--- src/rtl/muldiv_unit.sv ---
// Iterative multiply/divide unit: shift-add multiply and restoring divide, one bit per cycle.
// Signed operation is compiled in only when MULDIV_SIGNED_EN is defined; otherwise sign is ignored.
module muldiv_unit #(
    parameter int WIDTH = 32
) (
    input  logic             clk,
    input  logic             rst,
    input  logic             start,
    input  logic             op,
    input  logic             sign,
    input  logic [WIDTH-1:0] a,
    input  logic [WIDTH-1:0] b,
    output logic             busy,
    output logic             done,
    output logic [WIDTH-1:0] hi,
    output logic [WIDTH-1:0] lo,
    output logic             div_zero
);
    localparam int CNT_W = $clog2(WIDTH);
    localparam logic [CNT_W-1:0] LAST = CNT_W'(WIDTH - 1);

    typedef enum logic [1:0] {IDLE, MULT, DIV, DONE} state_t;

    state_t             r_state;
    logic [2*WIDTH-1:0] r_p;
    logic [WIDTH-1:0]   r_opnd;
    logic [CNT_W-1:0]   r_cnt;

    logic [WIDTH-1:0]   w_a_mag;
    logic [WIDTH-1:0]   w_b_mag;
    logic [WIDTH:0]     w_sum;
    logic [WIDTH:0]     w_trial;
    logic [2*WIDTH-1:0] w_mul_nxt;
    logic [2*WIDTH-1:0] w_div_nxt;
    logic [WIDTH-1:0]   w_res_hi;
    logic [WIDTH-1:0]   w_res_lo;

`ifdef MULDIV_SIGNED_EN
    logic r_neg_q;
    logic r_neg_r;
    logic w_neg_q;
    logic w_neg_r;

    function automatic logic [WIDTH-1:0] f_abs(input logic signed [WIDTH-1:0] x);
        return x[WIDTH-1] ? WIDTH'(-x) : x;
    endfunction

    assign w_a_mag = sign ? f_abs(a) : a;
    assign w_b_mag = sign ? f_abs(b) : b;
    assign w_neg_q = sign & (a[WIDTH-1] ^ b[WIDTH-1]);
    assign w_neg_r = sign & a[WIDTH-1];
`else
    logic w_unused_sign;
    assign w_unused_sign = sign;
    assign w_a_mag = a;
    assign w_b_mag = b;
`endif

    // Multiply: upper half accumulates, multiplier bits shift out of the lower half.
    assign w_sum     = {1'b0, r_p[2*WIDTH-1:WIDTH]} + (r_p[0] ? {1'b0, r_opnd} : {(WIDTH+1){1'b0}});
    assign w_mul_nxt = {w_sum, r_p[WIDTH-1:1]};

    // Divide: upper half is the partial remainder, quotient bits shift into the lower half.
    assign w_trial   = {r_p[2*WIDTH-1:WIDTH], r_p[WIDTH-1]} - {1'b0, r_opnd};
    assign w_div_nxt = {(w_trial[WIDTH] ? {r_p[2*WIDTH-2:WIDTH], r_p[WIDTH-1]} : w_trial[WIDTH-1:0]),
                        r_p[WIDTH-2:0], ~w_trial[WIDTH]};

    always_comb begin
        w_res_hi = (r_state == MULT) ? w_mul_nxt[2*WIDTH-1:WIDTH] : w_div_nxt[2*WIDTH-1:WIDTH];
        w_res_lo = (r_state == MULT) ? w_mul_nxt[WIDTH-1:0]       : w_div_nxt[WIDTH-1:0];
`ifdef MULDIV_SIGNED_EN
        if (r_state == MULT) begin
            if (r_neg_q) {w_res_hi, w_res_lo} = -w_mul_nxt;
        end else begin
            if (r_neg_q) w_res_lo = -w_div_nxt[WIDTH-1:0];
            if (r_neg_r) w_res_hi = -w_div_nxt[2*WIDTH-1:WIDTH];
        end
`endif
    end

    always_ff @(posedge clk) begin
        if (!rst) begin
            r_state  <= IDLE;
            r_p      <= '0;
            r_opnd   <= '0;
            r_cnt    <= '0;
            busy     <= 1'b0;
            done     <= 1'b0;
            hi       <= '0;
            lo       <= '0;
            div_zero <= 1'b0;
`ifdef MULDIV_SIGNED_EN
            r_neg_q  <= 1'b0;
            r_neg_r  <= 1'b0;
`endif
        end else begin
            done <= 1'b0;
            case (r_state)
                IDLE, DONE: begin
                    r_state <= IDLE;
                    if (start) begin
                        r_cnt <= '0;
`ifdef MULDIV_SIGNED_EN
                        r_neg_q <= w_neg_q;
                        r_neg_r <= w_neg_r;
`endif
                        if (!op) begin
                            r_state <= MULT;
                            busy    <= 1'b1;
                            r_p     <= {{WIDTH{1'b0}}, w_b_mag};
                            r_opnd  <= w_a_mag;
                        end else if (b != '0) begin
                            r_state <= DIV;
                            busy    <= 1'b1;
                            r_p     <= {{WIDTH{1'b0}}, w_a_mag};
                            r_opnd  <= w_b_mag;
                        end else begin
                            // Zero divisor: report immediately, keep previous hi/lo.
                            r_state  <= DONE;
                            done     <= 1'b1;
                            div_zero <= 1'b1;
                        end
                    end
                end
                MULT, DIV: begin
                    r_p   <= (r_state == MULT) ? w_mul_nxt : w_div_nxt;
                    r_cnt <= r_cnt + CNT_W'(1);
                    if (r_cnt == LAST) begin
                        r_state  <= DONE;
                        busy     <= 1'b0;
                        done     <= 1'b1;
                        hi       <= w_res_hi;
                        lo       <= w_res_lo;
                        div_zero <= 1'b0;
                    end
                end
            endcase
        end
    end
endmodule

--- config.mk ---
export PLATFORM = sky130hd
export DESIGN_NAME = muldiv_unit
export DESIGN_NICKNAME = d
export VERILOG_FILES = /design/src/rtl/muldiv_unit.sv
export SDC_FILE = /design/constraint.sdc
export NUM_CORES = 1
export LEC_CHECK = 0
export ABC_AREA = 1
export BUFFER_PORTS_ARGS = -buffer_cell sky130_fd_sc_hd__buf_2
export CAP_MARGIN = 10
export CORE_UTILIZATION = 55
export DETAILED_ROUTE_END_ITERATION = 10
export GPL_ROUTABILITY_DRIVEN = 0
export MAX_ROUTING_LAYER = met4
export PLACE_DENSITY_LB_ADDON = 0.05
export SLEW_MARGIN = 30
export SYNTH_ARGS = -nofsm -noshare
export SYNTH_HDL_FRONTEND = slang
export SYNTH_SLANG_ARGS = --single-unit
--- constraint.sdc ---
create_clock -name clk -period 3.8 [get_ports clk]
set_clock_uncertainty 0.15 [all_clocks]
set_input_delay 0.19 -clock clk [delete_from_list [all_inputs] [get_ports clk]]
set_output_delay 0.19 -clock clk [all_outputs]
set_load 0.03 [all_outputs]
### After elaboration in Yosys (flattened, before gate mapping)

Index checks and enable logic that the tools add are counted.

| storage, ports and cells | value |
|---|---|
| register bits | 170 |
| input port bits | 69 |
| output and inout port bits | 67 |

| cells by class | value |
|---|---|
| $add $sub $neg | 3 |
| eq/ne operators | 10 |
| multiplexer cells | 32 |
| bitwise logic cells | 1 |
| reductions and logical operators | 9 |

Operators by type and width:

| cell | count |
|---|---|
| $mux 64 | 4 |
| $mux 32 | 6 |
| $pmux 64 s2 | 1 |
| $add 32x32->33 | 1 |
| $sub 33x32->33 | 1 |
| $reduce_bool 32->1 | 1 |
| $mux 1 | 12 |
| $pmux 5 s2 | 1 |
| $ne 2x2->1 const B | 4 |
| $mux 2 | 3 |
| $pmux 1 s2 | 3 |
| $reduce_and 3->1 | 2 |
| $add 5x1->5 const B | 1 |
| $eq 5x5->1 const B | 1 |
| $mux 5 | 1 |
| $eq 2x2->1 const B | 2 |
| $pmux 2 s2 | 1 |
| $reduce_and 2->1 | 2 |
| $reduce_and 4->1 | 1 |
| $reduce_or 2->1 | 2 |
| $ne 3x3->1 const B | 1 |
| $eq 2x1->1 const B | 1 |
| $logic_not 2->1 | 1 |
| $ne 2x1->1 const B | 1 |
| $not 1->1 | 1 |

### Longest topological paths before layout

Gate-level depths: netlist of run 1.

| depth | value |
|---|---|
| depth in word-level cells | 5 |
| mapped depth | 21 |
| mapped depth without buffers | 19 |

### Worst setup path after synthesis of run 1

Ideal clock, no wire load.

| path | value |
|---|---|
| path type | flip-flop to flip-flop |
| start | register r_p[0] |
| end | register r_p[53] |
| arrival time | 2.271 ns |
| setup slack | 1.246 ns |
| cell stages (with the launch flop) | 20 |
| path buffers | 3 |
| cells stage by stage | dfxtp_1 > clkbuf_1 > clkbuf_1 > nand2_1 > inv_1 > ha_1 > clkbuf_2 > nand2_1 > nand2_1 > o21ai_0 > o21ai_0 > nand3_1 > nand2_1 > nand2_1 > nand2_1 > nand2_1 > nand2_1 > nand2_1 > nand3_1 > a21oi_1 |

| between the ends | value |
|---|---|
| cells in the longest elaborated chain, start to end | 4 |

Ends and longest elaborated chain:

| element | RTL line | source |
|---|---|---|
| start, declared | 25 | `logic [2*WIDTH-1:0] r_p;` |
| start signal, assigned | 110 | `r_p <= {{WIDTH{1'b0}}, w_b_mag};` |
| start signal, assigned | 115 | `r_p <= {{WIDTH{1'b0}}, w_a_mag};` |
| start signal, assigned | 126 | `r_p <= (r_state == MULT) ? w_mul_nxt : w_div_nxt;` |
| $mux 32 | 60 | `assign w_sum = {1'b0, r_p[2*WIDTH-1:WIDTH]} + (r_p[0] ? {1'b0, r_opnd} : {(WIDTH+1){1'b0}});` |
| $add 32x32->33 | 60 |  |
| $mux 64 | 126 |  |
| $pmux 64 s2 | 98 | `case (r_state)` |

No other way between the ends.
A chain may end at the register's enable or synchronous reset.

### Final worst setup path of run 1

| path | value |
|---|---|
| start | register r_p[32] |
| end | register r_p[61] |

| between the ends | value |
|---|---|
| cells in the longest elaborated chain, start to end | 4 |
| elaborated cells on any way between the ends | 5 |
| those cells by class | 2 x add/sub; 3 x mux |

Ends and longest elaborated chain:

| element | RTL line | source |
|---|---|---|
| $sub 33x32->33 | 64 | `assign w_trial = {r_p[2*WIDTH-1:WIDTH], r_p[WIDTH-1]} - {1'b0, r_opnd};` |
| $mux 32 | 65 | `assign w_div_nxt = {(w_trial[WIDTH] ? {r_p[2*WIDTH-2:WIDTH], r_p[WIDTH-1]} : w_trial[WIDTH-1:0]),` |
| $mux 64 (*) | 126 |  |
| $pmux 64 s2 (*) | 98 |  |

Every way passes the cells marked *; elsewhere a longest branch is shown, timed or not.

==> results.cfg, run 1 <==
[power]
p_per_area_mw_per_mm2 = 805.0
total_power_mw = 11.42
p_leak_nw = 7.388
ir_drop_uv = 579.3

[sta]
report.final.slew_viol_count = 0
finalHoldViolCount = 0
layout_worst_path_cycle_share = 0.8348
tightest_slew_ns = 0.9326
fmax_mhz = 315.2
final.setup.tns_ns = 0
rsz0062_at_grt = no
setup_viol = 0
slew_headroom = 0.3783
setup_slack_ns = 0.6277
period_needed_ns = 3.172

[cts]
hold_buffers = 1
clkSinkCount = 170
insertion_delay_ns = 0.45
htreeDepth = 4
cts_setup_buffers = 0
cts_resized = 0
cts_buffer_depth = 2
cts-root-buf = clkbuf_16
cts_tree = built
clkSlewWorstSetupHoldPaths_ns = 0.08
numCtsBuffers = 17

[die]
num_io_pins = 136
core_area_mm2 = 0.02271
die_h_um = 154.4
rows = 55
fp.dieArea_mm2 = 0.02383
initial_core_util = 0.5623
chipWidth_um = 154.4

[synthesis]
synth-async-reset-ratio = 0
synth-edff-count = 0
synth_top_flop_cell = dfxtp_1
synth_warnings = 0
synth_cells = 2112
synth_most_common_cell = nand2_1
synth_nets = 2250
synthTopCellsByArea = dfxtp_1 (27%), nand2_1 (21%), inv_1 (9.0%), o21ai_0 (7.6%), ha_1 (6.6%)
synth_common_cells = nand2_1 (716), inv_1 (307), o21ai_0 (193), dfxtp_1 (170), a21oi_1 (167)
ys_seq_area_frac = 0.2665
syn_area_mm2 = 0.01277
synth_area_leader_cell = dfxtp_1
ys_types = 45
synth_top_cell_area_share = 0.2665
ys_ff_latch = 170
syn_area_per_cell_um2 = 6.046

[worst_setup_path]
worstReg2RegStart = r_p[32]$_SDFFE_PN0P_
crit_type = reg2reg
crit_path_end = r_p[61]$_SDFFE_PN0P_
critical-path-max-stage-delay_ns = 0.45
slowest_stage = dfxtp_1
cp-start-kind = flip-flop
cpLargestDelayFamily = simple AND/OR/NAND/NOR gates
critPathMaxFanout = 5
required_ns = 4.02
arrival_ns = 3.40
path_cells = ha_1, fa_1, nand2_1, nand2_1, o21ai_0, o21ai_0, nand3_1, nand2_1, nand2_1, nand3_1, nand3_1, nand2_1, nand2_1, a21oi_1
cp.depth = 14
critPathBufInv = 0
worst-r2r-setup-slack_ns = 0.63
cp-end-kind = flip-flop
critPathMostFrequentCell = nand2_1
rr_worst_depth = 14
critPathLaunch = r_p[32]$_SDFFE_PN0P_
regToRegEndpoint = r_p[61]$_SDFFE_PN0P_

[global_routing]
gr-total-overflow = 0
grt_pass1_wl_um = 65270
grt_antenna_before_repair = 0
grt_start_max_net_pins = 91
grtUsageTotal = 0.3563
grt_pass1_vias = 12850

[detailed_routing]
routed_wl_um = 40540
vias = 13890
initialDrtViolationCount = 1258
drcViolationCount = 0
ant_nets = 0
wire_per_inst_um = 16.23
dr.pass1.iters = 5
vias_per_cell = 5.562

[job]
drv_cap = 0

[placed_design]
dpl_worst_slack_ns = 0.7398
io_buffer_count = 134
dpl-instance-area_mm2 = 0.01360
dpl.hpwl_um = 31150

[worst_hold_path]
hold_class = in2reg

[finish]
area_delta_synth_final_pct = 11.11
drive_above_1_share = 0.1134
final_nets = 2338
post-route-util = 0.6247
antenna_cells = 0
fin_area_mm2 = 0.01419

[status]
status = completed
## layout by cell type (no fill, tap or decap), types with 20 or more instances in the layout
cell      Yosys  routed
nand3_1     117     117
buf_2        15     134
o21ai_0     193     193
nor2_1       85      83
a21oi_1     167     167
nand2_1     716     715
nand2_2      19      20
ha_1         67      66
inv_1       307     307
o221ai_1     31      31
dfxtp_1     170     170
## registers in the layout, summed over array words and instances, names as in the netlist
| register | count |
|---|---|
| lo | 32 |
| done | 1 |
| r_state | 2 |
| r_p | 64 |
| busy | 1 |
| hi | 32 |
| div_zero | 1 |
| r_opnd | 32 |
| r_cnt | 5 |
## power breakdown
group	switching, mW	internal [mW]	leakage [nW]	total (mW)
clock network	0.853	0.877	0.274	1.73
logic	5.01	2.30	5.73	7.31
registers	0.297	2.09	1.39	2.38
## layer usage
metal | wire length, um | global-route usage | part of all wire | up-vias
li1 | - | - | - | 6952
met1 | 17810 | 0.4646 | 0.44 | 6202
met2 | 17810 | 0.5582 | 0.44 | 652
met3 | 3581 | 0.05212 | 0.088 | 87
met4 | 1340 | 0.1358 | 0.033 | 0
met5 | 0 | - | 0 | -
## cell type report
cell class                      instances  area [um^2]
Inverter                              312         1171
Timing Repair Buffer                  154        848.3
Tap cell                              285        356.6
Sequential cell                       170         3403
Fill cell                            2231         8522
Clock buffer                           18        429.2
Clock inverter                         14        148.9
Multi-Input combinational cell       1545         7830
## logic make-up after synthesis
| family | synth area share |
|---|---|
| DFF | 0.2665 |
| and+or+nand+nor | 0.3453 |
| buffers and inverters | 0.1220 |
| AOI/OAI and AO/OA | 0.1802 |
| adders and majority gates | 0.06879 |
| xor gates and xnor gates | 0.01715 |
## tightest hold or removal path, stage by stage
cell	delay, ns
buf_2	0.10
nand2_1	0.05
o221ai_1	0.05
o21ai_0	0.09
a21oi_1	0.10
## metrics by stage
stage                     cells  hold WS (ns)
final                      2498       0.01109
after CTS                  2498      0.007108
after global routing       2498       0.04700
after detailed placement   2465        0.2842
after floorplan            2112        0.2257
after global placement     2465        0.2811
## how the worst min path moves through the flow
stage | slack [ns] | startpoint | endpoint | depth (start not counted)
floorplan | 0.23 | rst | r_state[1]$_SDFFE_PN0N_ | 2
global placement | 0.28 | hi[5]$_SDFFE_PN0P_ | hi[5]$_SDFFE_PN0P_ | 2
detailed placement | 0.28 | hi[6]$_SDFFE_PN0P_ | hi[6]$_SDFFE_PN0P_ | 2
CTS | 0.007 | b[10] | r_p[10]$_SDFFE_PN0P_ | 5
global route | 0.05 | b[17] | r_p[17]$_SDFFE_PN0P_ | 5
finish | 0.01 | b[10] | r_p[10]$_SDFFE_PN0P_ | 5
(Power assumes the default switching activity.)
==> run 2: changes to the inputs <==
--- a/config.mk
+++ b/config.mk
@@ -5,10 +5,10 @@
 export SDC_FILE = /design/constraint.sdc
 export NUM_CORES = 1
 export LEC_CHECK = 0
-export ABC_AREA = 1
+export ABC_AREA = 0
 export BUFFER_PORTS_ARGS = -buffer_cell sky130_fd_sc_hd__buf_2
 export CAP_MARGIN = 10
-export CORE_UTILIZATION = 55
+export CORE_UTILIZATION = 54
 export DETAILED_ROUTE_END_ITERATION = 10
 export GPL_ROUTABILITY_DRIVEN = 0
 export MAX_ROUTING_LAYER = met4
==> constraint.sdc (replaced) <==
create_clock -name clk -period 2.7 [get_ports clk]
set_clock_uncertainty 0.15 [all_clocks]
set_input_delay 0.135 -clock clk [delete_from_list [all_inputs] [get_ports clk]]
set_output_delay 0.135 -clock clk [all_outputs]
set_load 0.03 [all_outputs]
==> run 2 against run 1 <==
Effect of this change: the run now ends with hold timing, setup timing left; flip-flop and latch count unchanged; non-clock buffer count increased by 381; highest routed layer unchanged; critical endpoint unchanged; via count is 4.1% higher; setup slack got worse by 1.1 ns; largest cell class unchanged.
==> results.cfg, run 2 <==
[cts]
cts-root-buf = clkbuf_16
clkSinkCount = 170
htreeDepth = 4
clkSlewWorstSetupHoldPaths_ns = 0.09
numCtsBuffers = 17
cts_buffer_depth = 2
insertion_delay_ns = 0.46
cts_tree = built

[sta]
fmax_mhz = 311.9
finalHoldViolCount = 1
setup_slack_ns = -0.5059
period_needed_ns = 3.206
slew_headroom = 0.5517
tightest_slew_ns = 0.6708
final.setup.tns_ns = -23.52
whs_ns = -0.00007833
report.final.slew_viol_count = 0
rsz0062_at_grt = yes
setup_viol = 66
layout_worst_path_cycle_share = 1.187

[detailed_routing]
wire_per_inst_um = 23.45
initialDrtViolationCount = 1458
ant_nets = 0
routed_wl_um = 51950
vias = 14470
vias_per_cell = 6.530
dr.pass1.iters = 5
drcViolationCount = 0

[synthesis]
synth_cells = 1457
synthTopCellsByArea = dfxtp_1 (29%), mux2i_1 (8.8%), ha_1 (7.0%), nand2_1 (4.7%), a21oi_1 (4.6%)
synth_nets = 1595
synth-edff-count = 0
syn_area_mm2 = 0.01193
synth_top_flop_cell = dfxtp_1
syn_area_per_cell_um2 = 8.186
synth_common_cells = dfxtp_1 (170), nand2_1 (148), a21oi_1 (110), mux2i_1 (105), o21ai_0 (99)
ys_seq_area_frac = 0.2854
synth_most_common_cell = dfxtp_1
ys_types = 78
synth-async-reset-ratio = 0
synth_warnings = 0
synth_area_leader_cell = dfxtp_1
ys_ff_latch = 170
synth_top_cell_area_share = 0.2854

[die]
core_area_mm2 = 0.02176
rows = 54
chipWidth_um = 150.6
fp.dieArea_mm2 = 0.02268
die_h_um = 150.6
num_io_pins = 136
initial_core_util = 0.5482

[worst_setup_path]
regToRegEndpoint = r_p[61]$_SDFFE_PN0P_
critPathLaunch = r_opnd[9]$_SDFFE_PN0P_
cp-start-kind = flip-flop
worst-r2r-setup-slack_ns = -0.51
arrival_ns = 3.39
required_ns = 2.88
cp-end-kind = flip-flop
crit_type = reg2reg
crit_path_end = r_p[61]$_SDFFE_PN0P_
critPathMaxFanout = 6
rr_worst_depth = 13
worstReg2RegStart = r_opnd[9]$_SDFFE_PN0P_

[placed_design]
dpl.hpwl_um = 32790
io_buffer_count = 134
dpl_worst_slack_ns = -0.5797
place_inst = 2078

[finish]
drive_above_1_share = 0.3989
final_nets = 2058
post-route-util = 0.8387
area_delta_synth_final_pct = 52.99
final_common_cell = buf_4
finalNonFillerCells = 2215
final_cell_mix = buf_4 (306), dfxtp_1 (144), nand2_1 (143)
largest_reg_flops = 64
top_register = r_p

[global_routing]
grt_pass1_wl_um = 73370
gr-total-overflow = 0
grtUsageTotal = 0.4332
grt_start_max_net_pins = 69
grt_antenna_before_repair = 1
grt_pass1_vias = 13290

[power]
p_per_area_mw_per_mm2 = 1664
ir_drop_uv = 895.7
p_leak_nw = 8.107
total_power_mw = 30.35

[status]
violations = hold timing, setup timing
status = complete, but fails checks

[worst_hold_path]
hold_class = in2reg

[job]
drv_cap = 0
[run 2: worst min path at each step]
| stage | from | end | slack [ns] | cells after the start |
|---|---|---|---|---|
| final | b[8] | r_opnd[8]$_SDFFE_PN0P_ | -0.00008 | 4 |
| after global routing | b[15] | r_opnd[15]$_SDFFE_PN0P_ | 0.02 | 4 |
| after CTS | b[18] | r_opnd[18]$_SDFFE_PN0P_ | 0.0009 | 4 |
| after detailed placement | lo[20]$_SDFFE_PN0P_ | lo[20]$_SDFFE_PN0P_ | 0.29 | 2 |
| after global placement | div_zero$_SDFFE_PN0P_ | div_zero$_SDFFE_PN0P_ | 0.28 | 2 |
| after floorplan | a[9] | r_opnd[9]$_SDFFE_PN0P_ | 0.24 | 3 |
[run 2: cell families (layout without fill, tap and decap cells)]
logic type / Yosys count / count (layout) / synth area share
buffers and inverters: 153 / 628 / 0.05287
AOI/OAI and AO/OA: 485 / 485 / 0.2826
other: 0 / 2 / 0
and+or+nand+nor: 424 / 425 / 0.1787
xor gates and xnor gates: 48 / 48 / 0.03525
adders and majority gates: 69 / 69 / 0.07365
DFF: 170 / 170 / 0.2854
muxes: 108 / 108 / 0.09159
[run 2: critical path: stages, from the launching register on]
cell and delay [ns]:
dfxtp_2 0.34, buf_6 0.11, and2_4 0.14, ha_4 0.24
a211o_1 0.29, a311o_1 0.38, a21oi_2 0.23, a21oi_4 0.11
buf_6 0.15, a21bo_4 0.24, nor2b_4 0.17, nor4_2 0.08
a221oi_1 0.33, o21ai_1 0.11
[run 2: timing repair]
item / 4_1_cts / 5_1_grt
pin swaps: 82 / 57
resized for setup: 204 / 81
setup endpoints to repair: 66 / 67
cloned: 3 / 1
buffers inserted: 35 / 22
hold buffers: 43 / 0
hold endpoints to repair: 32 / 0
[run 2: cell type report]
cell class / count / area (um^2)
clock buffer: 18 / 439.2
timing repair buffer: 535 / 4165
antenna: 2 / 5.005
tap: 280 / 350.3
sequential: 170 / 3443
fill: 1200 / 3510
inverter: 61 / 231.5
multi-input combinational: 1135 / 9417
clock inverter: 14 / 195.2
[run 2: through the flow]
stage	hold WS [ns]	cell area (um^2)
after detailed placement	0.2887	15340
after global placement	0.2797	15340
after global routing	0.01637	18240
after floorplan	0.2402	12360
final	-0.00007833	18250
after CTS	0.0008545	17620
[run 2: routing by layer]
layer / up-vias / track usage / part of all wire
li1: 6298 / - / -
met1: 6846 / 0.5404 / 0.38
met2: 1000 / 0.6659 / 0.45
met3: 321 / 0.07818 / 0.10
met4: 0 / 0.2265 / 0.068
met5: - / - / 0
[run 2: report_power, final]
group          switching, mW  internal (mW)
Combinational           12.5           11.4
Clock                   1.35           1.30
Sequential             0.630           3.12
==> run 3: changes to the inputs <==
--- a/config.mk
+++ b/config.mk
@@ -6,13 +6,13 @@
 export NUM_CORES = 1
 export LEC_CHECK = 0
 export ABC_AREA = 0
-export BUFFER_PORTS_ARGS = -buffer_cell sky130_fd_sc_hd__buf_2
+export BUFFER_PORTS_ARGS = -buffer_cell sky130_fd_sc_hd__buf_4
 export CAP_MARGIN = 10
 export CORE_UTILIZATION = 54
 export DETAILED_ROUTE_END_ITERATION = 10
-export GPL_ROUTABILITY_DRIVEN = 0
 export MAX_ROUTING_LAYER = met4
 export PLACE_DENSITY_LB_ADDON = 0.05
+export RECOVER_POWER = 50
 export SLEW_MARGIN = 30
 export SYNTH_ARGS = -nofsm -noshare
 export SYNTH_HDL_FRONTEND = slang
==> run 3 against run 2 <==
Effect of this change: via count shrank 0.93%; die area unchanged; clock power hardly changed; setup slack worse by 0.054 ns; global-route usage up 0.87 points; the run ends with setup timing left; largest cell class unchanged; cell count shrank 1.1%; hold slack improved by 0.020 ns; non-clock buffer count fell by 24.
==> results.cfg, run 3 (same netlist as run 2, synthesis figures left out) <==
[worst_setup_path]
cp-start-kind = flip-flop
critPathMaxFanout = 3
required_ns = 2.90
cp-end-kind = flip-flop
crit_type = reg2reg
arrival_ns = 3.46

[power]
total_power_mw = 29.49
seq_power_share = 0.127
p_per_area_mw_per_mm2 = 1657
p_sw_mw = 14.19
p_leak_nw = 7.734
switching_share = 0.4812
p_int_mw = 15.30
ir_drop_uv = 1069
combPwrFrac = 0.784
power_frac_clock = 0.090

[detailed_routing]
ant_nets = 0
wire_per_inst_um = 23.97
vias = 14330
initialDrtViolationCount = 1546
drcViolationCount = 0
vias_per_cell = 6.543
dr.pass1.iters = 6
routed_wl_um = 52490

[placed_design]
place_inst = 2069
dpl.hpwl_um = 34060
io_buffer_count = 134
dpl_worst_slack_ns = -0.6747
gp_congestion = 1.015
dpl-instance-area_mm2 = 0.01566

[global_routing]
grt_start_max_net_pins = 69
grtUsageTotal = 0.4418
grt_pass1_vias = 13320
grt_pass1_wl_um = 74130
gr-total-overflow = 0
grt_antenna_before_repair = 2

[die]
chipWidth_um = 150.6
rows = 54
fp.dieArea_mm2 = 0.02268
num_io_pins = 136
core_area_mm2 = 0.02176
die_h_um = 150.6
initial_core_util = 0.5482

[sta]
layout_worst_path_cycle_share = 1.207
finalHoldViolCount = 0
setup_viol = 67
whs_ns = 0.02015
slew_headroom = 0.3043
report.final.slew_viol_count = 0
tightest_slew_ns = 1.044
setup_slack_ns = -0.5596
fmax_mhz = 306.8
final.setup.tns_ns = -24.59
rsz0062_at_grt = yes
period_needed_ns = 3.260

[finish]
final_cell_mix = buf_4 (351), dfxtp_1 (146), nand2_1 (144)
area_delta_synth_final_pct = 49.22
largest_reg_flops = 64
final_nets = 2033
drive_above_1_share = 0.3344
top_register = r_p
post-route-util = 0.8180
final_common_cell = buf_4
fin_area_mm2 = 0.01780
fillers = 1359
finalNonFillerCells = 2190

[job]
drv_cap = 0

[cts]
insertion_delay_ns = 0.45
htreeDepth = 4
cts_tree = built
clkSinkCount = 170
cts_buffer_depth = 2
cts-root-buf = clkbuf_16
numCtsBuffers = 17
clkSlewWorstSetupHoldPaths_ns = 0.08

[status]
status = complete, but fails checks
violations = setup timing

[worst_hold_path]
hold_class = in2reg
==> run 3: changes by cell type in the layout (fill, tap and decap cells not counted), sizes merged <==
cell / delta
buf: -98
dlygate4sd3: +2
clkbuf: +71
inv: +1
nor2: -1
==> run 3: area by class of cell <==
class	count	area, um^2	area share
timing repair buffer	511	4025	0.2262
antenna	2	5.005	0.0002812
tap	280	350.3	0.01969
multi-input combinational	1134	9117	0.5123
sequential	170	3438	0.1932
clock buffer	17	425.4	0.02390
inverter	61	229.0	0.01287
clock inverter	15	206.4	0.01160
==> run 3: critical path: stages, from the launching register on <==
cell      delay, ns
dfxtp_2        0.42
inv_1          0.06
ha_1           0.31
a21oi_2        0.19
o21ai_1        0.12
or3_1          0.43
o211ai_1       0.22
buf_4          0.18
a211oi_4       0.07
or4_1          0.47
o211ai_1       0.16
a32oi_2        0.17
a22o_1         0.21
==> run 3: path summary, 6_finish.rpt <==
path | to | depth (start not counted) | start | slack, ns
setup / recovery | hi[30]$_SDFFE_PN0P_ | 12 | r_opnd[11]$_SDFFE_PN0P_ | -0.56
hold / removal | r_p[0]$_SDFFE_PN0P_ | 5 | b[0] | 0.02
setup reg to reg | hi[30]$_SDFFE_PN0P_ | 12 | r_opnd[11]$_SDFFE_PN0P_ | -0.56
hold reg to reg | hi[19]$_SDFFE_PN0P_ | 2 | hi[19]$_SDFFE_PN0P_ | 0.31
==> run 3: layer usage <==
metal  up-vias  wire length [um]  GRT usage  share of wire
li1       6239                 -          -              -
met1      6814             20100     0.5441           0.38
met2      1016             23690     0.6961           0.45
met3       261              5673    0.08909           0.11
met4         0              3034     0.1990          0.058
met5         -                 0          -              0
==> run 3: power groups by stage <==
stage,sequential [mW],clock (mW),combinational [mW]
finish,3.74,2.64,23.1
detailed placement,3.65,0,17.5
floorplan,3.57,0,10.7
CTS,3.62,2.65,20.5
global route,3.76,2.73,24.1
global placement,3.64,0,17.3
==> run 3: what timing repair did <==
item | 4_1_cts | 5_1_grt
setup buffers | 22 | 21
pin swaps | 53 | 44
resized for setup | 122 | 101
hold endpoints to repair | 53 | 0
endpoints found under the setup margin | 66 | 67
hold buffers | 45 | 0
gates cloned | 2 | 0
